--- src/rtl/verificador_xor_if.sv ---
// Bus between the stimulus side of the XOR lab bench and the response monitor.
// The master drives stimulus and the observed response; the slave (the monitor) returns its statistics.
interface verificador_xor_if #(
  parameter int ANCHO = 2
) ();
  logic             inicio;
  logic [ANCHO-1:0] estimulo;
  logic             estimulo_valido;
  logic             respuesta;
  logic             ocupado;
  logic             completo;
  logic [15:0]      contador_vectores;
  logic [7:0]       contador_errores;
  logic             hubo_error;
  logic [ANCHO-1:0] primer_error;

  modport master (
    output inicio, estimulo, estimulo_valido, respuesta,
    input  ocupado, completo, contador_vectores, contador_errores, hubo_error, primer_error
  );

  modport slave (
    input  inicio, estimulo, estimulo_valido, respuesta,
    output ocupado, completo, contador_vectores, contador_errores, hubo_error, primer_error
  );
endinterface

--- src/rtl/verificador_xor.sv ---
// Response monitor for an XOR device: delays the expected value by LATENCIA, compares and keeps session statistics.
// Optional feature: VERIFICADOR_COBERTURA_EN ends the session on full value coverage instead of NUM_VECTORES.
module verificador_xor #(
  parameter int ANCHO        = 2,
  parameter int LATENCIA     = 0,
  parameter int NUM_VECTORES = 4
) (
  input  logic                clk,
  input  logic                reset,
  verificador_xor_if.slave    bus
);

  typedef enum logic [1:0] {
    ESPERA   = 2'd0,
    CHEQUEO  = 2'd1,
    COMPLETO = 2'd2
  } estado_t;

  estado_t          estado_q;
  logic             ocupado_q;
  logic             completo_q;
  logic [15:0]      contador_vectores_q;
  logic [15:0]      contador_vectores_d;
  logic [7:0]       contador_errores_q;
  logic [7:0]       contador_errores_d;
  logic             hubo_error_q;
  logic             hubo_error_d;
  logic [ANCHO-1:0] primer_error_q;
  logic [ANCHO-1:0] primer_error_d;

  logic             entrada_valida;
  logic             d_valido;
  logic             d_esperado;
  logic [ANCHO-1:0] d_estimulo;
  logic             compara;
  logic             discrepancia;
  logic             fin_cond;
  logic             fin;
  logic             vaciar;

  // Only stimuli seen while a session is running may enter the delay line.
  assign entrada_valida = bus.estimulo_valido && (estado_q == CHEQUEO);

  generate
    if (LATENCIA == 0) begin : g_sin_retardo
      assign d_valido   = entrada_valida;
      assign d_esperado = ^bus.estimulo;
      assign d_estimulo = bus.estimulo;
    end else begin : g_retardo
      logic [LATENCIA-1:0] val_q;
      logic [LATENCIA-1:0] esp_q;
      logic [ANCHO-1:0]    est_q [LATENCIA];

      always_ff @(posedge clk) begin
        if (reset || vaciar) begin
          for (int i = 0; i < LATENCIA; i++) begin
            val_q[i] <= 1'b0;
            esp_q[i] <= 1'b0;
            est_q[i] <= '0;
          end
        end else begin
          val_q[0] <= entrada_valida;
          esp_q[0] <= ^bus.estimulo;
          est_q[0] <= bus.estimulo;
          for (int i = 1; i < LATENCIA; i++) begin
            val_q[i] <= val_q[i-1];
            esp_q[i] <= esp_q[i-1];
            est_q[i] <= est_q[i-1];
          end
        end
      end

      assign d_valido   = val_q[LATENCIA-1];
      assign d_esperado = esp_q[LATENCIA-1];
      assign d_estimulo = est_q[LATENCIA-1];
    end
  endgenerate

  // A restart in the same cycle drops the compare that would otherwise happen.
  assign compara      = d_valido && (estado_q == CHEQUEO) && !bus.inicio;
  assign discrepancia = bus.respuesta ^ d_esperado;
  assign contador_vectores_d = contador_vectores_q + 16'd1;

`ifdef VERIFICADOR_COBERTURA_EN
  localparam int NCOV = 1 << ANCHO;
  logic [NCOV-1:0] cobertura_q;
  logic [NCOV-1:0] cobertura_d;

  assign cobertura_d = cobertura_q | (NCOV'(1) << d_estimulo);
  assign fin_cond    = &cobertura_d;

  always_ff @(posedge clk) begin
    if (reset || bus.inicio) begin
      cobertura_q <= '0;
    end else if (compara) begin
      cobertura_q <= cobertura_d;
    end
  end
`else
  assign fin_cond = (contador_vectores_d == 16'(NUM_VECTORES));
`endif

  assign fin    = compara && fin_cond;
  assign vaciar = bus.inicio || fin;

  always_comb begin
    contador_errores_d = contador_errores_q;
    hubo_error_d       = hubo_error_q;
    primer_error_d     = primer_error_q;
    if (discrepancia) begin
      if (contador_errores_q != 8'hFF) begin
        contador_errores_d = contador_errores_q + 8'd1;
      end
      hubo_error_d = 1'b1;
      if (!hubo_error_q) begin
        primer_error_d = d_estimulo;
      end
    end
  end

  always_ff @(posedge clk) begin
    if (reset) begin
      estado_q            <= ESPERA;
      ocupado_q           <= 1'b0;
      completo_q          <= 1'b0;
      contador_vectores_q <= '0;
      contador_errores_q  <= '0;
      hubo_error_q        <= 1'b0;
      primer_error_q      <= '0;
    end else if (bus.inicio) begin
      estado_q            <= CHEQUEO;
      ocupado_q           <= 1'b1;
      completo_q          <= 1'b0;
      contador_vectores_q <= '0;
      contador_errores_q  <= '0;
      hubo_error_q        <= 1'b0;
      primer_error_q      <= '0;
    end else if (compara) begin
      contador_vectores_q <= contador_vectores_d;
      contador_errores_q  <= contador_errores_d;
      hubo_error_q        <= hubo_error_d;
      primer_error_q      <= primer_error_d;
      if (fin_cond) begin
        estado_q   <= COMPLETO;
        ocupado_q  <= 1'b0;
        completo_q <= 1'b1;
      end
    end
  end

  assign bus.ocupado           = ocupado_q;
  assign bus.completo          = completo_q;
  assign bus.contador_vectores = contador_vectores_q;
  assign bus.contador_errores  = contador_errores_q;
  assign bus.hubo_error        = hubo_error_q;
  assign bus.primer_error      = primer_error_q;

endmodule

--- src/flat_wrapper.sv ---
// flat-port wrapper written by rule: the top's interface ports become plain ports
module verificador_xor_flat 
#(
  parameter int ANCHO        = 2,
  parameter int LATENCIA     = 0,
  parameter int NUM_VECTORES = 4
)
  (clk, reset, bus_inicio, bus_estimulo, bus_estimulo_valido, bus_respuesta, bus_ocupado, bus_completo, bus_contador_vectores, bus_contador_errores, bus_hubo_error, bus_primer_error);
  verificador_xor_if #(.ANCHO(ANCHO)) bus_i ();
  input  logic clk;
  input  logic reset;
  input wire logic [$bits(bus_i.inicio)-1:0] bus_inicio;
  input wire logic [$bits(bus_i.estimulo)-1:0] bus_estimulo;
  input wire logic [$bits(bus_i.estimulo_valido)-1:0] bus_estimulo_valido;
  input wire logic [$bits(bus_i.respuesta)-1:0] bus_respuesta;
  output wire logic [$bits(bus_i.ocupado)-1:0] bus_ocupado;
  output wire logic [$bits(bus_i.completo)-1:0] bus_completo;
  output wire logic [$bits(bus_i.contador_vectores)-1:0] bus_contador_vectores;
  output wire logic [$bits(bus_i.contador_errores)-1:0] bus_contador_errores;
  output wire logic [$bits(bus_i.hubo_error)-1:0] bus_hubo_error;
  output wire logic [$bits(bus_i.primer_error)-1:0] bus_primer_error;
  assign bus_i.inicio = bus_inicio;
  assign bus_i.estimulo = bus_estimulo;
  assign bus_i.estimulo_valido = bus_estimulo_valido;
  assign bus_i.respuesta = bus_respuesta;
  assign bus_ocupado = bus_i.ocupado;
  assign bus_completo = bus_i.completo;
  assign bus_contador_vectores = bus_i.contador_vectores;
  assign bus_contador_errores = bus_i.contador_errores;
  assign bus_hubo_error = bus_i.hubo_error;
  assign bus_primer_error = bus_i.primer_error;
  verificador_xor #(.ANCHO(ANCHO), .LATENCIA(LATENCIA), .NUM_VECTORES(NUM_VECTORES)) u_core (.clk(clk), .reset(reset), .bus(bus_i));
endmodule
--- config.mk ---
export PLATFORM = sky130hd
export DESIGN_NAME = verificador_xor_flat
export DESIGN_NICKNAME = d
export VERILOG_FILES = /design/src/rtl/verificador_xor_if.sv /design/src/rtl/verificador_xor.sv /design/src/flat_wrapper.sv
export SDC_FILE = /design/constraint.sdc
export NUM_CORES = 1
export LEC_CHECK = 0
export CAP_MARGIN = 40
export CORE_MARGIN = 1
export CORE_UTILIZATION = 50
export CTS_CLUSTER_DIAMETER = 50
export DETAILED_ROUTE_END_ITERATION = 8
export PLACE_DENSITY = 0.8
export SYNTH_ARGS = -nofsm -noshare
export SYNTH_HDL_FRONTEND = slang
export SYNTH_SLANG_ARGS = --single-unit
--- constraint.sdc ---
create_clock -name clk -period 5.7 [get_ports clk]
set_input_delay 1.14 -clock clk [delete_from_list [all_inputs] [get_ports clk]]
set_output_delay 1.14 -clock clk [all_outputs]
set_load 0.1 [all_outputs]
; ---- Word level (Yosys, flattened, before mapping)
; Cells that the tools add are included.
[totals]
wordCells = 33
out_inout_bits = 29
ff_bits = 30
[classes]
n_eq_ne = 3
n_mux = 6
reduce_logical = 13
addsub = 2
bitwise_logic = 2
[op_table]
columns = operator, count
row1 = $add 16x1->16 const B, 1
row2 = $eq 16x3->1 const B, 1
row3 = $add 8x1->8 const B, 1
row4 = $ne 8x8->1 const B, 1
row5 = $mux 1, 6
row6 = $reduce_and 2->1, 3
row7 = $reduce_and 3->1, 2
row8 = $reduce_bool 2->1, 2
row9 = $logic_and 1x1->1, 3
row10 = $eq 2x1->1 const B, 1
row11 = $reduce_or 2->1, 1
row12 = $reduce_xor 2->1, 1
row13 = $logic_not 1->1, 1
row14 = $not 1->1, 1
row15 = $xor 1x1->1, 1

; ---- Depth between registers and ports, before layout
; Gate-level depths: netlist of run 1.
[logic_depth]
ltp_word = 6
depth_mapped = 7
mapped_depth_nobuf = 7

; ---- Worst setup path before layout of run 1
; No wires, ideal clock.
[synth_path]
path_type = flip-flop to flip-flop
from = register u_core.contador_vectores_q[0], in the netlist u_core.bus.contador_vectores[0]
to = register u_core.estado_q[0]
path_buffers = 0
setup_time_ns = 0.115
slack_ns = 2.884
t_arrival_ns = 2.701
required_ns = 5.585
stages_incl_launch_ff = 8
path_cell_list = dfxtp_1 -> ha_1 -> nand3_1 -> nor4_1 -> xnor2_1 -> nand3_1 -> or4_1 -> and2_1
[synth_between]
elab_chain_len = 4
[synth_lines]
columns = item, line
row1 = "start, declared", verificador_xor.sv:22  ; logic [15:0] contador_vectores_q;
row2 = "start signal, assigned", verificador_xor.sv:139  ; contador_vectores_q <= contador_vectores_d;
row3 = $add 16x1->16, verificador_xor.sv:82  ; assign contador_vectores_d = contador_vectores_q + 16'd1;
row4 = $eq 16x3->1, verificador_xor.sv:100  ; assign fin_cond = (contador_vectores_d == 16'(NUM_VECTORES));
row5 = $reduce_bool 2->1 (no source line), n/a
row6 = $reduce_and 2->1 (no source line), n/a
row7 = "end signal, assigned", verificador_xor.sv:123  ; estado_q <= ESPERA;
row8 = "end signal, assigned", verificador_xor.sv:131  ; estado_q <= CHEQUEO;
row9 = "end signal, assigned", verificador_xor.sv:144  ; estado_q <= COMPLETO;
row10 = "end, declared", verificador_xor.sv:19  ; estado_t estado_q;
; Every way passes these cells.
; A chain may end at the register's enable or synchronous reset.

; ---- Worst setup path after layout of run 1
[layout_path]
from = register u_core.contador_vectores_q[8], in the netlist u_core.bus.contador_vectores[8]
to = output port bus_contador_vectores[8]
[layout_lines]
columns = item, line
row1 = "end, declared", flat_wrapper.sv:18  ; output wire logic [$bits(bus_i.contador_vectores)-1:0] bus_contador_vectores;
; No word-level cell between the ends.

==> results of run 1 <==
state kept, by name, summed over array words and instances (netlist names):
signal                        count
u_core.bus.completo               1
u_core.bus.contador_errores       8
u_core.bus.contador_vectores     16
u_core.bus.hubo_error             1
u_core.bus.primer_error           2
u_core.estado_q                   1
tightest hold or removal path: stages, from the launching register on:
cell     delay [ns]
dfxtp_1        0.35
inv_1          0.06
a21oi_1        0.05
layer usage:
metal  track usage  share of wire  vias to the layer above  routed length, um
met5             0              0                        -                  0
met4        0.1394          0.033                        0                137
met3       0.07710          0.068                       17                280
met2        0.4834           0.52                       80               2118
met1        0.2679           0.38                      748               1560
li1              -              -                      752                  -
per-stage QoR:
stage          cells  worst slack, ns    util  hold WS, ns  power [uW]
2_1_floorplan    181            2.884       -       0.8917       225.5
3_3_place_gp     238            2.667  0.6665       0.4650       233.5
3_5_place_dp     267            2.592  0.8204       0.4866       237.2
4_1_cts          274            2.867  0.8399       0.4978       360.8
5_1_grt          274            2.763  0.8399       0.5377       373.1
6_report         274            2.876  0.8399       0.5008       359.1
synth_stat cells (all sizes together):
cell,n
a211oi,1
a21oi,8
a311oi,1
a31oi,1
and2,1
and3,2
buf,5
clkbuf,5
dfxtp,29
ha,3
inv,2
mux2i,4
nand2,13
nand3,9
nand3b,1
nand4,11
nand4bb,1
nor2,31
nor3,5
nor4,3
nor4b,1
nor4bb,1
o211ai,1
o21a,1
o21ai,6
o22ai,1
or2,2
or3,5
or4,1
xnor2,12
xnor3,1
xor2,13
kinds of logic after synthesis:
group | Yosys count | share of synthesized area
AO/OA/AOI/OAI | 20 | 0.07906
XOR/XNOR | 26 | 0.1573
adder cells (fa/ha/maj) | 3 | 0.02445
buffers and inverters | 12 | 0.03504
flip-flops | 29 | 0.3782
multiplexers | 4 | 0.02608
AND/OR/NAND/NOR | 87 | 0.2999
power breakdown:
part	internal, uW	switching [uW]
clock network	58.1	68.3
registers	203	1.16
logic	12.3	15.9
layout make-up:
type | instances | area, um2
inverters | 2 | 7.507
repair buffers | 65 | 793.3
clock buffers | 7 | 55.05
fillers | 148 | 452.9
well taps | 31 | 38.79
flip-flops and latches | 29 | 580.6
multi-input cells | 140 | 900.9
worst paths after layout:
kind                                                 end  slack (ns)
worst max register to register        u_core.estado_q[0]        3.36
worst max-delay path            bus_contador_vectores[8]        2.88
worst min-delay path                 u_core.bus.completo        0.50
worst min register to register       u_core.bus.completo        0.50
==> impl_metrics.ini, run 1 <==
[floorplan]
die_area_um2 = 3296
ios = 36
die_y_um = 57.41
die_x_um = 57.41
core-area_um2 = 2829
row_count = 19
start_util = 0.5427

[sta]
hold_viol = 0
worst_pin_slew_ns = 0.5452
period_minus_slack_ns = 2.824
fmax_mhz = 354.1
rsz0062_at_grt = no
slew_violations = 0
slew_headroom = 0.6365
final.setup.tns_ns = 0
setup_viol = 0
period_share = 0.4955
finClkSkew_ns = 0.006723

[cts]
root_buffer = clkbuf_4
cts_resized = 0
clk_pin_slew_worst_paths_ns = 0.09
numCtsBuffers = 5
cts_tree = built
h-tree-depth = 2
clock_latency_ns = 0.33
cts.path.max_buffers = 2
cts_setup_buffers = 0
cts.sink_count = 29
postCtsHoldBufs = 0

[worst_hold_path]
hold_class = flop to flop
hold_start = u_core.bus.completo
whs_path_depth = 2

[pwr]
vdd_drop_max_v = 0.0001452
leakage_uw = 0.0008449
power_density_nw_per_um2 = 151.1

[final_layout]
synthToLayoutAreaGrowth_pct = 54.77
final_area_um2 = 2376
layout-drive-gt1-share = 0.1811
layout_commonest_cell = clkdlybuf4s50_1
final_cell_mix = clkdlybuf4s50_1, nor2_1, dfxtp_1, buf_8
diodes = 0
final_nets = 253

[route]
num_vias = 1597
drc = 5
drtIter0Drc = 88
drtAntennaViolNets = 0
vias_per_cell = 5.828
wl_per_cell_um = 14.95
firstDrtPassIters = 6
wirelength_mm = 4.096

[global_routing]
antenna_found_initial = 0
grt_pass1_vias = 1544
grt_start_max_net_pins = 29
grt.overflow.total = 0
grt_usage = 0.2640
grt_pass1_wl_mm = 6.589

[yosys]
ys_seq_elements = 29
avgSynthCellArea_um2 = 8.482
syn_area_um2 = 1535
synth_top_area_frac = 0.3782
yosysTopAreaCell = dfxtp_1
yosys-top-cells-area = dfxtp_1, nor2_1, xor2_1, xnor2_1, nand4_1
netlist_instances = 181
synthDistinctLibCells = 40
synthesis.nets = 191
yosys_warnings = 0
ys_seq_area_frac = 0.3782

[critical_path]
r2r-start = u_core.bus.contador_vectores[0]
worstSetupPathDepth = 2
crit_slowest_cell = clkdlybuf4s50_1
max_stage_delay_ns = 0.59
worstSetupPathType = flop to primary output
cp-start-kind = flop
worst-path-max-fanout = 9
startpoint = u_core.bus.contador_vectores[8]
cp-end-kind = primary output
required_ns = 4.56
r2r_cells = 7
path_delay_family = buffers and inverters
cp_num_buf_inv = 2
critPathArrivalTime_ns = 1.68
path_cells = clkdlybuf4s50_1 -> buf_8

[run_status]
violations = DRC
status = complete, but fails checks

[placed_design]
gp_congestion = 0.8174
placed_cell_area_um2 = 2321
portBuffers = 35
dp_hpwl_mm = 2.991

[flow_run]
maxCapViolCount = 0
(Power assumes the default switching activity.)
==> inputs of run 2 (changes only) <==
- CORE_UTILIZATION: 50 -> 49
- PLACE_DENSITY: 0.8 -> 0.79
- clock period: 5.7 -> 2.6 ns (I/O delays scaled with it)
==> run 2 against run 1 <==
The run still ends with DRC left. Cell area shrank 21%. Hold slack gained 0.0049 ns. First-iteration DRC count shrank 11%. Critical endpoint is now u_core.estado_q[0]. Wire length shrank 16%.
==> impl_metrics.ini, run 2 (same netlist as run 1, synthesis figures left out) <==
[route]
wl_met2_mm = 1.661
vias_per_cell = 5.721
met1_length_mm = 1.499
wl_met3_um = 217
drc = 3
firstDrtPassIters = 7
drtIter0Drc = 78
drtAntennaViolNets = 0
wl_per_cell_um = 13.91
routed.top_layer = met4
wirelength_mm = 3.436
num_vias = 1413

[cts]
postCtsHoldBufs = 0
cts_resized = 0
cts_tree = built
h-tree-depth = 2
cts.sink_count = 29
clock_latency_ns = 0.33
cts_setup_buffers = 0
numCtsBuffers = 5
cts.path.max_buffers = 2
clk_pin_slew_worst_paths_ns = 0.08
root_buffer = clkbuf_4

[global_routing]
grt_usage = 0.2279
antenna_found_initial = 0
grt_pass1_vias = 1312
grt_pass1_wl_mm = 5.761
grt_start_max_net_pins = 29
grt.overflow.total = 0

[final_layout]
final_cell_mix = nor2_1, buf_4, dfxtp_1, nand2_1, xor2_1
seqCellArea_um2 = 594.3
diodes = 0
largest_reg_flops = 16
final_area_um2 = 1883
synthToLayoutAreaGrowth_pct = 22.66
final_nets = 225
layout-drive-gt1-share = 0.2546
multi_input_area_um2 = 900.9
instances_no_fill = 247
fill_cells = 242

[sta]
setup_viol = 0
fmax_mhz = 432.8
rsz0062_at_grt = no
layout_setup_ws_ns = 0.2892
period_minus_slack_ns = 2.311
final.setup.tns_ns = 0
period_share = 0.8888
slew_headroom = 0.6468
hold_viol = 0
worst_pin_slew_ns = 0.5298
slew_violations = 0
finClkSkew_ns = 0.01147

[placed_design]
portBuffers = 35
dp_slack_ns = 0.1286
dp_hpwl_mm = 2.455
placed_cell_area_um2 = 1834
dp.cells = 239
gp_congestion = 0.8402

[floorplan]
ios = 36
die_y_um = 57.98
start_util = 0.5382
row_count = 19
die_x_um = 57.98
core-area_um2 = 2853
die_area_um2 = 3361

[run_status]
status = complete, but fails checks
violations = DRC

[critical_path]
cp-start-kind = flop
required_ns = 2.82
worst-path-max-fanout = 7
worstSetupPathType = flop to flop
critPathArrivalTime_ns = 2.53
cp-end-kind = flop

[flow_run]
maxCapViolCount = 0

[worst_hold_path]
hold_class = flop to flop

[pwr]
power_density_nw_per_um2 = 404.0
fin_total_pwr_uw = 760.7
leakage_uw = 0.0007004
vdd_drop_max_v = 0.0002614
==> run 2: worst paths after layout <==
path	from	end	slack, ns	cells after the start
min	u_core.bus.completo	u_core.bus.completo	0.51	2
max reg2reg	u_core.bus.contador_vectores[0]	u_core.estado_q[0]	0.29	7
min reg2reg	u_core.bus.completo	u_core.bus.completo	0.51	2
max	u_core.bus.contador_vectores[0]	u_core.estado_q[0]	0.29	7
==> run 2: where the power goes <==
group | total, uW | switching [uW] | internal [uW]
Combinational | 53.9 | 32.5 | 21.4
Clock | 259 | 151 | 108
Sequential | 448 | 2.33 | 446
Total | 761 | 186 | 575
==> run 2: routing by layer <==
metal / track usage / vias up
li1: - / 695
met1: 0.2648 / 656
met2: 0.3826 / 53
met3: 0.05357 / 9
met4: 0.1327 / 0
met5: 0 / -
==> run 2: area by class of cell <==
cell class,instances,area share
Sequential cell,29,0.3156
Clock buffer,8,0.02591
Multi-Input combinational cell,140,0.4784
Inverter,2,0.003987
Tap cell,31,0.02060
Timing Repair Buffer,37,0.1555
==> run 2: worst max-delay path: stages (launching register included) <==
cell	delay [ns]
dfxtp_2	0.41
ha_1	0.24
nand3_1	0.18
nor4_1	0.47
xnor2_1	0.22
nand3_1	0.10
or4_1	0.43
and2_1	0.16
==> run 2: through the flow <==
stage / hold WS, ns / utilization
final: 0.5058 / 0.6601
after global routing: 0.5250 / 0.6601
after CTS: 0.5038 / 0.6601
after detailed placement: 0.4839 / 0.6430
after global placement: 0.4656 / 0.6430
after floorplan: 0.6672 / -
